--- src/rtl/instr_fetch_unit.sv ---
// instr_fetch_unit: PC sequencer fetching {opcode, literal} words and handing them to execute via valid/ack
module instr_fetch_unit #(
  parameter int PC_W  = 8,
  parameter int OP_W  = 7,
  parameter int LIT_W = 8,
  parameter logic [OP_W-1:0] HALT_OP = {OP_W{1'b1}}
) (
  input  logic                  clk,
  input  logic                  rst_n,
  output logic                  imem_req,
  output logic [PC_W-1:0]       imem_addr,
  input  logic                  imem_valid,
  input  logic [OP_W+LIT_W-1:0] imem_data,
  output logic [OP_W-1:0]       opcode,
  output logic [LIT_W-1:0]      literal,
  output logic                  instr_valid,
  input  logic                  instr_ack,
  input  logic                  lPC,
  input  logic [PC_W-1:0]       jump_addr,
  output logic [PC_W-1:0]       pc,
  output logic                  halted
);
  typedef enum logic [1:0] {IDLE, FETCH, HOLD, HALTED} state_t;
  state_t r_state, w_next;
  logic [PC_W-1:0]  r_pc;
  logic [OP_W-1:0]  r_op;
  logic [LIT_W-1:0] r_lit;
  logic             r_req, r_valid, r_halted;
  logic [OP_W-1:0]  w_op;
  logic             w_capture, w_retire;
  assign w_op      = imem_data[OP_W+LIT_W-1:LIT_W];
  assign w_capture = (r_state == FETCH) && imem_valid;
  assign w_retire  = (r_state == HOLD) && instr_ack;
  // next-state decode; imem_valid only matters while a fetch is outstanding
  always_comb begin
    w_next = r_state;
    unique case (r_state)
      IDLE:    w_next = FETCH;
      FETCH:   w_next = imem_valid ? ((w_op == HALT_OP) ? HALTED : HOLD) : FETCH;
      HOLD:    w_next = instr_ack ? FETCH : HOLD;
      default: w_next = HALTED;
    endcase
  end
  // state, registered handshake outputs, captured instruction and PC update
  always_ff @(posedge clk or negedge rst_n) begin
    if (!rst_n) begin
      r_state  <= IDLE;
      r_pc     <= '0;
      r_op     <= '0;
      r_lit    <= '0;
      r_req    <= 1'b0;
      r_valid  <= 1'b0;
      r_halted <= 1'b0;
    end else begin
      r_state  <= w_next;
      r_req    <= (w_next == FETCH);
      r_valid  <= (w_next == HOLD);
      r_halted <= (w_next == HALTED);
      if (w_capture) begin
        r_op  <= w_op;
        r_lit <= imem_data[LIT_W-1:0];
      end
      if (w_retire) r_pc <= lPC ? jump_addr : r_pc + PC_W'(1);
    end
  end
  assign imem_req    = r_req;
  assign imem_addr   = r_pc;
  assign pc          = r_pc;
  assign opcode      = r_op;
  assign literal     = r_lit;
  assign instr_valid = r_valid;
  assign halted      = r_halted;
endmodule

--- config.mk ---
export PLATFORM = sky130hd
export DESIGN_NAME = instr_fetch_unit
export DESIGN_NICKNAME = d
export VERILOG_FILES = /design/src/rtl/instr_fetch_unit.sv
export SDC_FILE = /design/constraint.sdc
export NUM_CORES = 1
export LEC_CHECK = 0
export ABC_AREA = 1
export CAP_MARGIN = 10
export CELL_PAD_IN_SITES_DETAIL_PLACEMENT = 1
export CELL_PAD_IN_SITES_GLOBAL_PLACEMENT = 2
export CORE_ASPECT_RATIO = 0.8
export CORE_MARGIN = 5
export CORE_UTILIZATION = 22
export DETAILED_ROUTE_END_ITERATION = 10
export PLACE_DENSITY_LB_ADDON = 0.1
export REMOVE_ABC_BUFFERS = 1
export SLEW_MARGIN = 5
export SYNTH_ARGS = -nofsm -noshare
export SYNTH_HDL_FRONTEND = slang
export SYNTH_SLANG_ARGS = --single-unit
--- constraint.sdc ---
create_clock -name clk -period 1.8 [get_ports clk]
set_clock_uncertainty 0.05 [all_clocks]
set_input_delay 0.36 -clock clk [delete_from_list [all_inputs] [get_ports clk]]
set_output_delay 0.36 -clock clk [all_outputs]
set_load 0.01 [all_outputs]
==> results by group <==
Worst setup path
  – Setup Crit Path Kind: register to output pin
  – Crit-path max FO: 8
  – CP arrival: 1.30 ns
  – FF-to-FF path depth: 4
  – Worst Setup Start Kind: register
  – Worst path depth: 1
  – Worst Setup End Kind: output pin
  – CP max stage cell: clkdlybuf4s50_1
  – Delay of the slowest critical-path stage: 0.57 ns
  – Worst path required time: 1.39 ns
  – Cells along the critical path: clkdlybuf4s50_1
  – CP top delay family: buffers and inverters
  – Buf/Inv on CP: 1

Synthesis
  – Yosys reg bits: 28
  – Largest family of logic cells by synthesized area: simple AND/OR/NAND/NOR gates
  – Adder-Cell Fraction of Synth Area: 0.00906
  – Synth async-reset ratio: 1.00
  – Main flop type after synthesis: dfrtp_1
  – Number of synthesized flops with an enable pin: 0
  – Post-synthesis mux area share: 0
  – Syn. warnings: 0
  – Synth cell types: 21
  – Complex-gate fraction of the synthesized area: 0.0851
  – Sequential area share after synthesis: 0.507
  – Xor and xnor fraction of the mapped netlist area: 0
  – Post-Synthesis Cells: 171
  – Simple-Gate Fraction of Synth Area: 0.268
  – Post-Syn Area: 1380 µm²
  – Avg Cell Area, Syn: 8.08 µm²

Global route
  – Congestion Overflow GR: 0
  – First-pass GRT wire length: 7060 µm
  – Initial antenna violation count: 0
  – Gr usage total: 0.109
  – Vias in the first global route: 1432
  – Largest net degree at the start of global routing: 29

Power and ir drop
  – LEAKAGE: 0.000971 µW
  – Net Switching: 1120 µW
  – Comb power frac: 0.494
  – Maximum VDD drop: 0.550 mV
  – Clock power frac: 0.127
  – Internal power: 1950 µW
  – Net Sw Frac: 0.366
  – Register share of total power: 0.379
  – Power Density: 1480 nW/µm²

Finish
  – Fillcell total: 740
  – Layout overhead on the synthesized area: 50.2%
  – Most frequent cells in the layout: nand2_1, clkdlybuf4s50_1, dfrtp_1, inv_1, nor2_1
  – Nets: 256
  – Antenna cell count: 0
  – Finished Layout Cells: 307
  – Share of cells above drive strength 1: 0.0841

Die
  – Rows: 25
  – Die W: 98.6 µm
  – I/O pin count: 62
  – Core area: 6010 µm²
  – Chip height: 80.9 µm
  – Die area: 7970 µm²
  – Initial core utilization: 0.230

Timing
  – Tmin final: 1.71 ns
  – Final worst path period share: 0.951
  – Slew headroom: 0.752
  – Fmax: 584 MHz
  – Final Hold Fails: 0
  – RSZ-0062 raised after global routing: false
  – Worst slew pin tran: 0.372 ns
  – Setup TNS: 0 ns
  – Setup Viol. Count Final: 0
  – Max Slew Vio Count: 0

CTS
  – Htree depth: 1
  – Clock transition at path regs: 0.10 ns
  – Cts bufs inserted: 3
  – CTS tree: built
  – Sink Count: 28
  – Clk root buf: clkbuf_8
  – Clk buf depth: 2
  – CTS Hold Bufs: 0
  – Clk Latency, worst-skew pair: 0.27 ns

Run
  – Max-Cap Viols: 0

Hold path
  – HP Class: input port to async pin

Place
  – Gpl congestion: 0.701
  – PortBufs: 61
  – Post-detail-place hpwl: 3310 µm
  – Placed cell count: 303

Routing
  – Final WL: 4140 µm
  – DR WL met2: 2050 µm
  – First-pass DRT Iterations: 3
  – Met1 WL: 1870 µm
  – WL/cell: 13.5 µm
  – DR WL met3: 170 µm
  – Drt initial violations: 25
  – Vias: 1273
  – Post-DRT Antenna Nets: 0
  – Highest Signal Layer: met4
  – Vias per cell: 4.15
  – DRC errors left: 0

Run status
  – Run status: completed
power by group through the flow:
stage          Sequential (µW)  Combinational (µW)  Clock (µW)
4_1_cts                   1170                1560         415
6_report                  1160                1520         389
5_1_grt                   1220                1670         453
3_5_place_dp              1180                1550           0
2_1_floorplan             1300                 438           0
3_3_place_gp              1160                1520           0
stage by stage:
step	util	total power [µW]	cell area, µm²	hold slack, ns	worst slack [ns]
floorplan	-	1740	1270	0.0144	0.452
global placement	0.335	2680	2010	0.413	0.176
detailed placement	0.335	2730	2010	0.422	0.148
CTS	0.345	3140	2070	0.433	0.0231
global route	0.345	3340	2070	0.449	0.0227
finish	0.345	3070	2070	0.417	0.0880
cells by family (layout without fill, tap and decap cells):
| family | count (synthesis) | after routing |
|---|---|---|
| and+or+nand+nor | 88 | 88 |
| buffers and inverters | 33 | 88 |
| DFF | 28 | 28 |
| AOI/OAI and AO/OA | 21 | 21 |
| adders and majority gates | 1 | 1 |
per-layer routing:
layer | vias up | track usage
li1 | 626 | -
met1 | 615 | 0.136
met2 | 28 | 0.188
met3 | 4 | 0.0326
met4 | 0 | 0.0218
met5 | - | 0
area by class of cell:
cell class / count / area [µm²] / share of cell area
multi-input combinational: 110 / 500 / 0.241
inverter: 19 / 71.3 / 0.0344
clock buffer: 4 / 55.1 / 0.0265
timing repair buffer: 65 / 641 / 0.309
sequential: 28 / 706 / 0.340
tap: 81 / 101 / 0.0489
cell usage after synthesis, types with 2 or more instances:
cell type / count / share of area
buf_4: 8 / 0.043
dfrtp_1: 28 / 0.51
nand3_2: 2 / 0.014
a21oi_1: 5 / 0.018
inv_2: 2 / 0.0054
inv_1: 17 / 0.046
nand2_1: 61 / 0.17
nand3_1: 4 / 0.014
nor2_1: 15 / 0.041
nor3_1: 3 / 0.011
o21ai_0: 12 / 0.043
buf_2: 3 / 0.011
buf_6: 3 / 0.024
state kept, by name, indices dropped and copies added (netlist names):
register,cells
halted,1
imem_addr,8
imem_req,1
instr_valid,1
literal,8
opcode,7
r_state,2
final timing paths:
path                              start            to  slack, ns
max                        imem_addr[2]         pc[2]       0.09
min                               rst_n     opcode[0]       0.42
min in group clk             literal[6]    literal[6]       0.44
max reg2reg                imem_addr[0]  imem_addr[2]       0.40
min reg2reg                  literal[6]    literal[6]       0.44
max in group asynchronous         rst_n  imem_addr[0]       0.98
repair_timing:
action,in CTS,in global routing
endpoints found under the setup margin,2,5
buffers inserted,0,0
pin swaps,0,0
hold endpoints to repair,0,0
gates resized for setup,1,3
(Power assumes the default switching activity.)
